### config.mk
export PLATFORM = sky130hd
export DESIGN_NAME = march_bist
export DESIGN_NICKNAME = d
export VERILOG_FILES = /design/src/rtl/march_bist.sv
export SDC_FILE = /design/constraint.sdc
export NUM_CORES = 1
export LEC_CHECK = 0
export ABC_AREA = 1
export CAP_MARGIN = 20
export CORE_MARGIN = 2
export CORE_UTILIZATION = 42
export CTS_CLUSTER_DIAMETER = 120
export DETAILED_ROUTE_END_ITERATION = 7
export GPL_TIMING_DRIVEN = 0
export PLACE_DENSITY = 0.8
export SLEW_MARGIN = 20
export SYNTH_ARGS = -nofsm -noshare
export SYNTH_HDL_FRONTEND = slang
export SYNTH_SLANG_ARGS = --single-unit
### constraint.sdc
create_clock -name clk -period 1.7 [get_ports clk]
set_input_delay 0.34 -clock clk [delete_from_list [all_inputs] [get_ports clk]]
set_output_delay 0.34 -clock clk [all_outputs]
set_load 0.02 [all_outputs]
### src/rtl/march_bist.sv
// March C- memory BIST engine: runs E0..E5 over every address for NUM_BG data backgrounds.
// Define MARCH_BIST_DIAG_EN to build first-fail capture (fail_addr/elem/bg) and the miscompare counter.
module march_bist #(
    parameter int ADR_SIZE  = 4,
    parameter int DATA_SIZE = 8,
    parameter int NUM_BG    = 2
) (
    input  logic                 clk,
    input  logic                 rst,
    input  logic                 start,
    input  logic [DATA_SIZE-1:0] mem_rdata,
    output logic [ADR_SIZE-1:0]  mem_addr,
    output logic [DATA_SIZE-1:0] mem_wdata,
    output logic                 mem_we,
    output logic                 mem_re,
    output logic                 done,
    output logic                 status,
    output logic [ADR_SIZE-1:0]  fail_addr,
    output logic [2:0]           fail_elem,
    output logic [1:0]           fail_bg,
    output logic [15:0]          fail_count
);

    typedef enum logic [1:0] {S_IDLE, S_RUN, S_DRAIN, S_DONE} state_t;

    localparam logic [ADR_SIZE-1:0] ADDR_MAX = {ADR_SIZE{1'b1}};
    localparam logic [1:0]          LAST_BG  = 2'(NUM_BG - 1);

    state_t               r_state;
    logic [2:0]           r_elem;
    logic [ADR_SIZE-1:0]  r_addr;
    logic [1:0]           r_bg;
    logic                 r_phase;      // 0: first op at this address, 1: the write of a read/write pair
    logic                 r_done;
    logic                 r_status;
    logic                 r_cmp_valid;
    logic [DATA_SIZE-1:0] r_exp;

    logic [DATA_SIZE-1:0] w_bg_word;
    logic                 w_run;
    logic                 w_two_op;
    logic                 w_is_write;
    logic                 w_down;
    logic                 w_addr_last;
    logic                 w_addr_done;
    logic                 w_run_last;
    logic                 w_wr_inv;
    logic                 w_rd_inv;
    logic [2:0]           w_next_elem;
    logic [ADR_SIZE-1:0]  w_next_start;
    logic                 w_start_run;
    logic                 w_miscompare;

    // NOTE: every signal assigned in always_comb gets a default first, so no path can infer a latch.
    always_comb begin
        w_bg_word = '0;
        for (int i = 0; i < DATA_SIZE; i++) begin
            case (r_bg)
                2'd1:    w_bg_word[i] = ((i % 2) == 0);
                2'd2:    w_bg_word[i] = (((i / 2) % 2) == 0);
                default: w_bg_word[i] = 1'b0;
            endcase
        end
    end

    assign w_run        = (r_state == S_RUN);
    assign w_two_op     = (r_elem != 3'd0) && (r_elem != 3'd5);
    assign w_is_write   = (r_elem == 3'd0) || (w_two_op && r_phase);
    assign w_down       = (r_elem == 3'd3) || (r_elem == 3'd4);
    assign w_addr_last  = w_down ? (r_addr == '0) : (r_addr == ADDR_MAX);
    assign w_addr_done  = !w_two_op || r_phase;
    assign w_run_last   = w_addr_done && w_addr_last && (r_elem == 3'd5) && (r_bg == LAST_BG);
    assign w_wr_inv     = (r_elem == 3'd1) || (r_elem == 3'd3);
    assign w_rd_inv     = (r_elem == 3'd2) || (r_elem == 3'd4);
    assign w_next_elem  = (r_elem == 3'd5) ? 3'd0 : 3'(r_elem + 3'd1);
    assign w_next_start = ((w_next_elem == 3'd3) || (w_next_elem == 3'd4)) ? ADDR_MAX : '0;
    assign w_start_run  = start && ((r_state == S_IDLE) || (r_state == S_DONE));
    assign w_miscompare = r_cmp_valid && (mem_rdata != r_exp);

    // Strobes decode straight from the state register so an async reset drops them at once.
    assign mem_we    = w_run && w_is_write;
    assign mem_re    = w_run && !w_is_write;
    assign mem_addr  = w_run ? r_addr : '0;
    assign mem_wdata = mem_we ? (w_wr_inv ? ~w_bg_word : w_bg_word) : '0;
    assign done      = r_done;
    assign status    = r_status;

    // NOTE: sequential state uses non-blocking assignments so every register samples pre-edge values.
    always_ff @(posedge clk or negedge rst) begin
        if (!rst) begin
            r_state     <= S_IDLE;
            r_elem      <= '0;
            r_addr      <= '0;
            r_bg        <= '0;
            r_phase     <= 1'b0;
            r_done      <= 1'b0;
            r_status    <= 1'b0;
            r_cmp_valid <= 1'b0;
            r_exp       <= '0;
        end else begin
            r_cmp_valid <= mem_re;
            if (mem_re) r_exp <= w_rd_inv ? ~w_bg_word : w_bg_word;
            if (w_miscompare) r_status <= 1'b1;

            case (r_state)
                S_IDLE, S_DONE: begin
                    if (start) begin
                        r_state  <= S_RUN;
                        r_done   <= 1'b0;
                        r_status <= 1'b0;
                        r_elem   <= '0;
                        r_addr   <= '0;
                        r_bg     <= '0;
                        r_phase  <= 1'b0;
                    end
                end
                S_RUN: begin
                    if (!w_addr_done) begin
                        r_phase <= 1'b1;
                    end else begin
                        r_phase <= 1'b0;
                        if (w_addr_last) begin
                            r_elem <= w_next_elem;
                            r_addr <= w_next_start;
                            if (r_elem == 3'd5) r_bg <= w_run_last ? 2'd0 : 2'(r_bg + 2'd1);
                            if (w_run_last) r_state <= S_DRAIN;
                        end else begin
                            r_addr <= w_down ? ADR_SIZE'(r_addr - 1'b1) : ADR_SIZE'(r_addr + 1'b1);
                        end
                    end
                end
                S_DRAIN: begin
                    r_state <= S_DONE;
                    r_done  <= 1'b1;
                end
                default: r_state <= S_IDLE;
            endcase
        end
    end

`ifdef MARCH_BIST_DIAG_EN
    logic [ADR_SIZE-1:0] r_cmp_addr;
    logic [2:0]          r_cmp_elem;
    logic [1:0]          r_cmp_bg;
    logic [ADR_SIZE-1:0] r_fail_addr;
    logic [2:0]          r_fail_elem;
    logic [1:0]          r_fail_bg;
    logic [15:0]         r_fail_count;

    // Context of each read travels alongside its expected word; only the first miscompare is kept.
    always_ff @(posedge clk or negedge rst) begin
        if (!rst) begin
            r_cmp_addr   <= '0;
            r_cmp_elem   <= '0;
            r_cmp_bg     <= '0;
            r_fail_addr  <= '0;
            r_fail_elem  <= '0;
            r_fail_bg    <= '0;
            r_fail_count <= '0;
        end else begin
            if (mem_re) begin
                r_cmp_addr <= r_addr;
                r_cmp_elem <= r_elem;
                r_cmp_bg   <= r_bg;
            end
            if (w_start_run) begin
                r_fail_addr  <= '0;
                r_fail_elem  <= '0;
                r_fail_bg    <= '0;
                r_fail_count <= '0;
            end else if (w_miscompare) begin
                if (!r_status) begin
                    r_fail_addr <= r_cmp_addr;
                    r_fail_elem <= r_cmp_elem;
                    r_fail_bg   <= r_cmp_bg;
                end
                if (r_fail_count != 16'hFFFF) r_fail_count <= r_fail_count + 16'd1;
            end
        end
    end

    assign fail_addr  = r_fail_addr;
    assign fail_elem  = r_fail_elem;
    assign fail_bg    = r_fail_bg;
    assign fail_count = r_fail_count;
`else
    assign fail_addr  = '0;
    assign fail_elem  = '0;
    assign fail_bg    = '0;
    assign fail_count = '0;
`endif

endmodule

==> run_results.csv, run 1 <==
group,metric,value,unit
run_status,outcome,"finished with violations",
run_status,violations,"setup timing",
cts,worstSkewPairLatency,0.26,ns
global_route,grtUsageTotal,0.1907,
power,p_seq_frac,0.181,
yosys,yosysUniqueCellTypes,34,
floorplan,rows,22,
worst_setup_path,reg2reg_slack,-0.02,ns
cts,tritoncts,"built",
final_layout,antenna_cells,0,
yosys,synth_commonest_cells,"nand2_1 (45), buf_4 (29), inv_1 (26)",
timing,worstMarginPinSlew,0.8853,ns
cts,root_buffer,"clkbuf_8",
worst_setup_path,cp-end-kind,"output port",
floorplan,initial_utilization,0.4449,
timing,max_freq,0.5123,GHz
power,switching_share,0.4876,
timing,finalCriticalPeriod,1.952,ns
job,max_cap_violations,0,
place,globalplace.congestion,0.8266,
worst_setup_path,path_class,"reg2out",
power,p_per_area,1753,mW/mm²
yosys,ys_async_sr_fraction,1.000,
floorplan,dieArea,0.004485,mm²
yosys,avgSynthCellArea,7.604,µm²
global_route,grt_max_degree,20,
worst_setup_path,cp.required,1.36,ns
floorplan,fp.dieH,66.97,µm
power,p_switching,2212,µW
worst_setup_path,r2r_end,"r_addr[3]",
cts,htreeDepth,1,
worst_setup_path,start_kind,"flip-flop",
worst_setup_path,cp_data_arrival_time,1.61,ns
worst_setup_path,cp-startpoint,"r_elem[0]",
timing,max_slew_margin,0.4080,
yosys,synth_top_area_share,0.2855,
floorplan,num_io_pins,52,
cts,numClockSinks,19,
global_route,grt_pass1_vias,1510,
cts,path_clk_slew,0.07,ns
yosys,ys_dominant_reg_cell,"dfrtp_1",
yosys,synthTopCellsByArea,"dfrtp_1 (29%), buf_4 (13%), nand2_1 (10%)",
global_route,antenna_found_initial,0,
worst_setup_path,r2r_start,"r_state[0]",
yosys,yosysWarnings,0,
final_layout,drive_gt1_frac,0.4915,
power,leakagePower,0.001297,µW
route,route.detailed.drc,0,
timing,rsz0062_at_grt,"yes",
route,ant_nets,0,
timing,fin_ws,-0.2519,ns
global_route,grt_pass1_wl,6534,µm
cts,cts_buffers,3,
cts,cts-hold-fix-buffers,0,
place,dp_hpwl,2464,µm
global_route,grt-ovfl-total,0,
floorplan,core,0.003744,mm²
route,drt-vias-per-instance,4.676,
timing,fin_skew,0.005315,ns
place,post-place-ws,-0.5411,ns
hold_path,hold_path.class,"reg2reg",
route,dr.pass1.iters,5,
worst_setup_path,worstPathMaxFanout,6,
timing,slew_viol_final,0,
power,pwr-share-comb,0.747,
timing,setup_tns,-1.993,ns
route,route.vias.total,1604,
final_layout,final_nets,314,
cts,clock_path_buffers,2,
yosys,synth_edf_count,0,
yosys,yosysTopAreaCell,"dfrtp_1",
power,clkPwrFrac,0.071,
timing,finalHoldViolations,0,
timing,setup_viol,15,
yosys,ys_ff_latch,19,
yosys,syn_inst,219,
route,avgRoutedWirePerCell,12.71,µm
power,internal_power,2325,µW
floorplan,die_w,66.97,µm
yosys,yosysMostFrequentCell,"nand2_1",
worst_setup_path,ff2ff_path_depth,12,
power,peakVddDrop,0.7549,mV
route,drt-initial-drc-count,52,
yosys,synth_seq_area_share,0.2855,
route,wl,4359,µm
timing,fin_crit_sh,1.148,
place,portBuffers,26,
final_layout,area_delta_synth_final,55.45,%
worst_setup_path,crit_path_end,"mem_wdata[7]",
yosys,netlist_area,0.001665,mm²
worst min-delay path by stage:
stage               start  endpoint  cells past startpoint
floorplan             rst      done                      0
global placement     done      done                      1
detailed placement   done      done                      1
CTS                  done      done                      1
global route         done      done                      1
finish               done      done                      1
placed cells by master, fill, tap and decap left out, drive strengths merged:
cell | synthesis | routed
clkdlybuf4s50 | 0 | 12
xnor2 | 1 | 1
nor3 | 1 | 1
clkbuf | 1 | 5
ha | 6 | 6
inv | 33 | 34
nor2 | 17 | 17
nand3 | 19 | 19
and3 | 1 | 1
or2 | 2 | 2
nand4 | 2 | 2
buf | 31 | 67
xor2 | 3 | 3
a21oi | 4 | 4
o21ai | 22 | 22
conb | 1 | 25
nand2 | 53 | 53
fa | 1 | 1
a22o | 1 | 1
dfrtp | 19 | 19
cell type report:
cell class	instances	area, µm²
sequential	19	478.0
fill	292	1155
multi-input combinational	158	1155
buffer	31	247.7
clock buffer	4	45.04
timing repair buffer	49	460.4
inverter	34	142.6
tap	48	60.06
metrics by stage:
stage	utilization	hold slack [ns]	power (µW)	cell area, µm²	instances
4_1_cts	0.6434	0.5193	3974	2409	339
5_1_grt	0.6915	0.5383	4861	2589	343
3_3_place_gp	0.5692	0.4915	3112	2131	317
3_5_place_dp	0.5692	0.5035	3162	2131	317
6_report	0.6915	0.5113	4537	2589	343
2_1_floorplan	-	0.04441	2620	1810	243
kinds of logic after synthesis:
logic type | share of synthesized area
DFF | 0.2855
buffers and inverters | 0.2231
xor gates and xnor gates | 0.02104
and+or+nand+nor | 0.3186
other | 0.002252
adders and majority gates | 0.05710
AOI/OAI and AO/OA | 0.09241
power by group through the flow:
stage | Clock [µW] | Combinational [µW] | Sequential (µW)
2_1_floorplan | 0 | 1840 | 781
3_3_place_gp | 0 | 2320 | 790
3_5_place_dp | 0 | 2370 | 796
4_1_cts | 323 | 2860 | 794
5_1_grt | 346 | 3670 | 843
6_report | 324 | 3390 | 822
layer usage:
metal / track usage / part of all wire / vias to the layer above
met5: 0 / 0 / -
met4: 0.07398 / 0.026 / 0
met3: 0.01858 / 0.059 / 11
met2: 0.3613 / 0.53 / 57
met1: 0.2168 / 0.38 / 754
li1: - / - / 782
worst max-delay path, stage by stage, from the launching register on:
cell,delay (ns)
dfrtp_1,0.38
buf_6,0.14
nor2_4,0.10
nand2_2,0.09
nand2_4,0.09
nand2_4,0.06
nor2_4,0.12
inv_4,0.08
nor2_4,0.10
buf_6,0.10
buf_6,0.10
sequential cells by signal (all words and copies together), names as in the netlist:
register,flops
r_bg,2
status,1
r_phase,1
r_state,2
r_cmp_valid,1
r_exp,4
r_addr,4
r_elem,3
done,1
repair_timing:
| item | in CTS | in global routing |
|---|---|---|
| gates cloned | 1 | 0 |
| endpoints found under the setup margin | 15 | 24 |
| buffers inserted | 17 | 10 |
| gates resized for setup | 97 | 47 |
| pin swaps | 11 | 18 |
Power figures use the tool's default switching activity.
==> run 2: changes to the inputs <==
--- a/config.mk
+++ b/config.mk
@@ -13,6 +13,7 @@
 export DETAILED_ROUTE_END_ITERATION = 7
 export GPL_TIMING_DRIVEN = 0
 export PLACE_DENSITY = 0.8
+export SKIP_CTS_REPAIR_TIMING = 1
 export SLEW_MARGIN = 20
 export SYNTH_ARGS = -nofsm -noshare
 export SYNTH_HDL_FRONTEND = slang
==> run 2 against run 1 <==
  * The flow still finishes with violations (setup timing)
  * Hold slack better by 0.0022 ns
  * Critical path depth unchanged
  * Final cell count down 3.5%
  * Via count down 8.4%
  * Final area down 11%
  * Sequential cell count unchanged
  * First-iteration DRC count unchanged
  * Power down 17%
==> run_results.csv, run 2 (same netlist as run 1, synthesis figures left out) <==
group,metric,value,unit
global_route,use_met1,0.1679,
cts,numClockSinks,19,
global_route,grt-ovfl-total,0,
timing,finalCriticalPeriod,1.994,ns
global_route,grtUsageTotal,0.1474,
global_route,grt_max_degree,20,
global_route,grt_pass1_vias,1263,
final_layout,drive_gt1_frac,0.3781,
floorplan,fp.dieH,66.97,µm
route,wl,3291,µm
floorplan,core,0.003744,mm²
route,dr.pass1.iters,4,
final_layout,final_common_cell,"nand2_1",
timing,fin_ws,-0.2942,ns
cts,worstSkewPairLatency,0.26,ns
job,max_cap_violations,0,
run_status,violations,"setup timing",
route,route.detailed.drc,0,
route,drt-vias-per-instance,4.441,
floorplan,initial_utilization,0.4449,
power,p_per_area,1631,mW/mm²
worst_setup_path,crit_cells,10,
floorplan,dieArea,0.004485,mm²
worst_setup_path,cp_data_arrival_time,1.65,ns
worst_setup_path,crit_buf_inv,4,
worst_setup_path,path_delay_family,"simple AND/OR/NAND/NOR gates",
timing,rsz0062_at_grt,"yes",
final_layout,area_delta_synth_final,38.47,%
floorplan,num_io_pins,52,
cts,path_clk_slew,0.07,ns
worst_setup_path,worstPathMaxFanout,6,
timing,max_freq,0.5015,GHz
worst_setup_path,reg2reg_slack,0.01,ns
worst_setup_path,cp-end-kind,"output port",
place,dp_cells,317,
final_layout,final_nets,302,
worst_setup_path,path_cells,"buf_6 > nor2_4 > nand2_2 > nand2_4 > nand2_4 > nor2_4 > clkinv_4 > nor2_4 > buf_6 > buf_6",
global_route,grt_pass1_wl,5071,µm
power,leakagePower,0.001214,µW
cts,cts_buffers,3,
cts,clock_path_buffers,2,
worst_setup_path,cp_slowest_stage_delay,0.38,ns
worst_setup_path,start_kind,"flip-flop",
timing,fin_crit_sh,1.173,
route,avgRoutedWirePerCell,9.943,µm
route,drt-initial-drc-count,52,
hold_path,hold_path_depth,1,
final_layout,largest_registers,"r_addr x4, r_exp x4, r_elem x3",
timing,setup_viol,14,
cts,tritoncts,"built",
timing,max_slew_margin,0.4307,
route,route.vias.total,1470,
place,globalplace.congestion,0.8266,
worst_setup_path,slowest_stage,"dfrtp_1",
floorplan,die_w,66.97,µm
place,portBuffers,26,
power,peakVddDrop,0.7327,mV
final_layout,fillers,334,
global_route,antenna_found_initial,0,
final_layout,final_cell_count_no_fill,331,
floorplan,rows,22,
final_layout,antenna_cells,0,
route,ant_nets,0,
timing,setup_tns,-2.850,ns
worst_setup_path,cp.required,1.36,ns
cts,root_buffer,"clkbuf_8",
run_status,outcome,"finished with violations",
timing,worstMarginPinSlew,0.8513,ns
worst_setup_path,path_class,"reg2out",
timing,slew_viol_final,0,
global_route,busiest_layer,"met2",
cts,htreeDepth,1,
timing,finalHoldViolations,0,
hold_path,hold_path.class,"reg2reg",
global_route,grtUsageMet3,0.01182,
timing,hold_ws,0.5135,ns
worst_setup_path,ff2ff_path_depth,12,
place,dp_hpwl,2464,µm
final_layout,final_util,0.6160,
global_route,grt_use_met2,0.2750,
final_layout,final_cell_mix,"nand2_1 (41), buf_4 (37), conb_1 (25)",
timing,fin_skew,0.001971,ns
run 2: changes by cell type in the layout (fill, tap and decap cells not counted), sizes merged:
cell | previous run | this run
buf | 67 | 50
clkbuf | 5 | 10
inv | 34 | 32
clkinv | 0 | 2
run 2: path summary, 6_finish.rpt:
| kind | from | end |
|---|---|---|
| min in group asynchronous | rst | status |
| worst max-delay path | r_elem[0] | mem_wdata[5] |
| worst min register to register | done | done |
| max in group asynchronous | rst | r_elem[1] |
| worst max register to register | r_elem[0] | r_addr[3] |
| worst min-delay path | done | done |
run 2: cell type report:
class | count | area, µm² | share of cell area
well taps | 48 | 60.06 | 0.02604
plain buffers | 32 | 259.0 | 0.1123
inverters | 34 | 135.1 | 0.05860
multi-input cells | 158 | 1017 | 0.4411
flip-flops and latches | 19 | 478.0 | 0.2073
clock buffers | 4 | 45.04 | 0.01953
repair buffers | 36 | 311.5 | 0.1351
run 2: where the power goes:
part	leakage [µW]	switching, µW	internal, µW	total [µW]
registers	0.000247	164	631	795
logic	0.000945	1520	1130	2650
clock network	0.0000228	151	167	318
run 2: layer usage:
layer | vias up | wire length, µm
li1 | 756 | -
met1 | 657 | 1371
met2 | 50 | 1639
met3 | 7 | 200
met4 | 0 | 79
met5 | - | 0
run 2: worst register-to-register path, cell delays in order, from the launching register on:
cell	delay, ns
dfrtp_1	0.38
buf_6	0.14
buf_4	0.14
nand3_2	0.11
nand2_4	0.09
ha_4	0.29
nand3_1	0.07
nand2_1	0.10
inv_1	0.04
nand2_1	0.06
nand3_1	0.07
nand2_1	0.07
nand2_1	0.04
run 2: per-stage QoR:
stage	instance area [µm²]	power, µW	worst slack [ns]
final	2306	3762	-0.2942
after global routing	2306	4097	-0.3863
after global placement	2131	3112	-0.5409
after detailed placement	2131	3162	-0.5411
after CTS	2176	3487	-0.8346
after floorplan	1810	2620	-0.09210
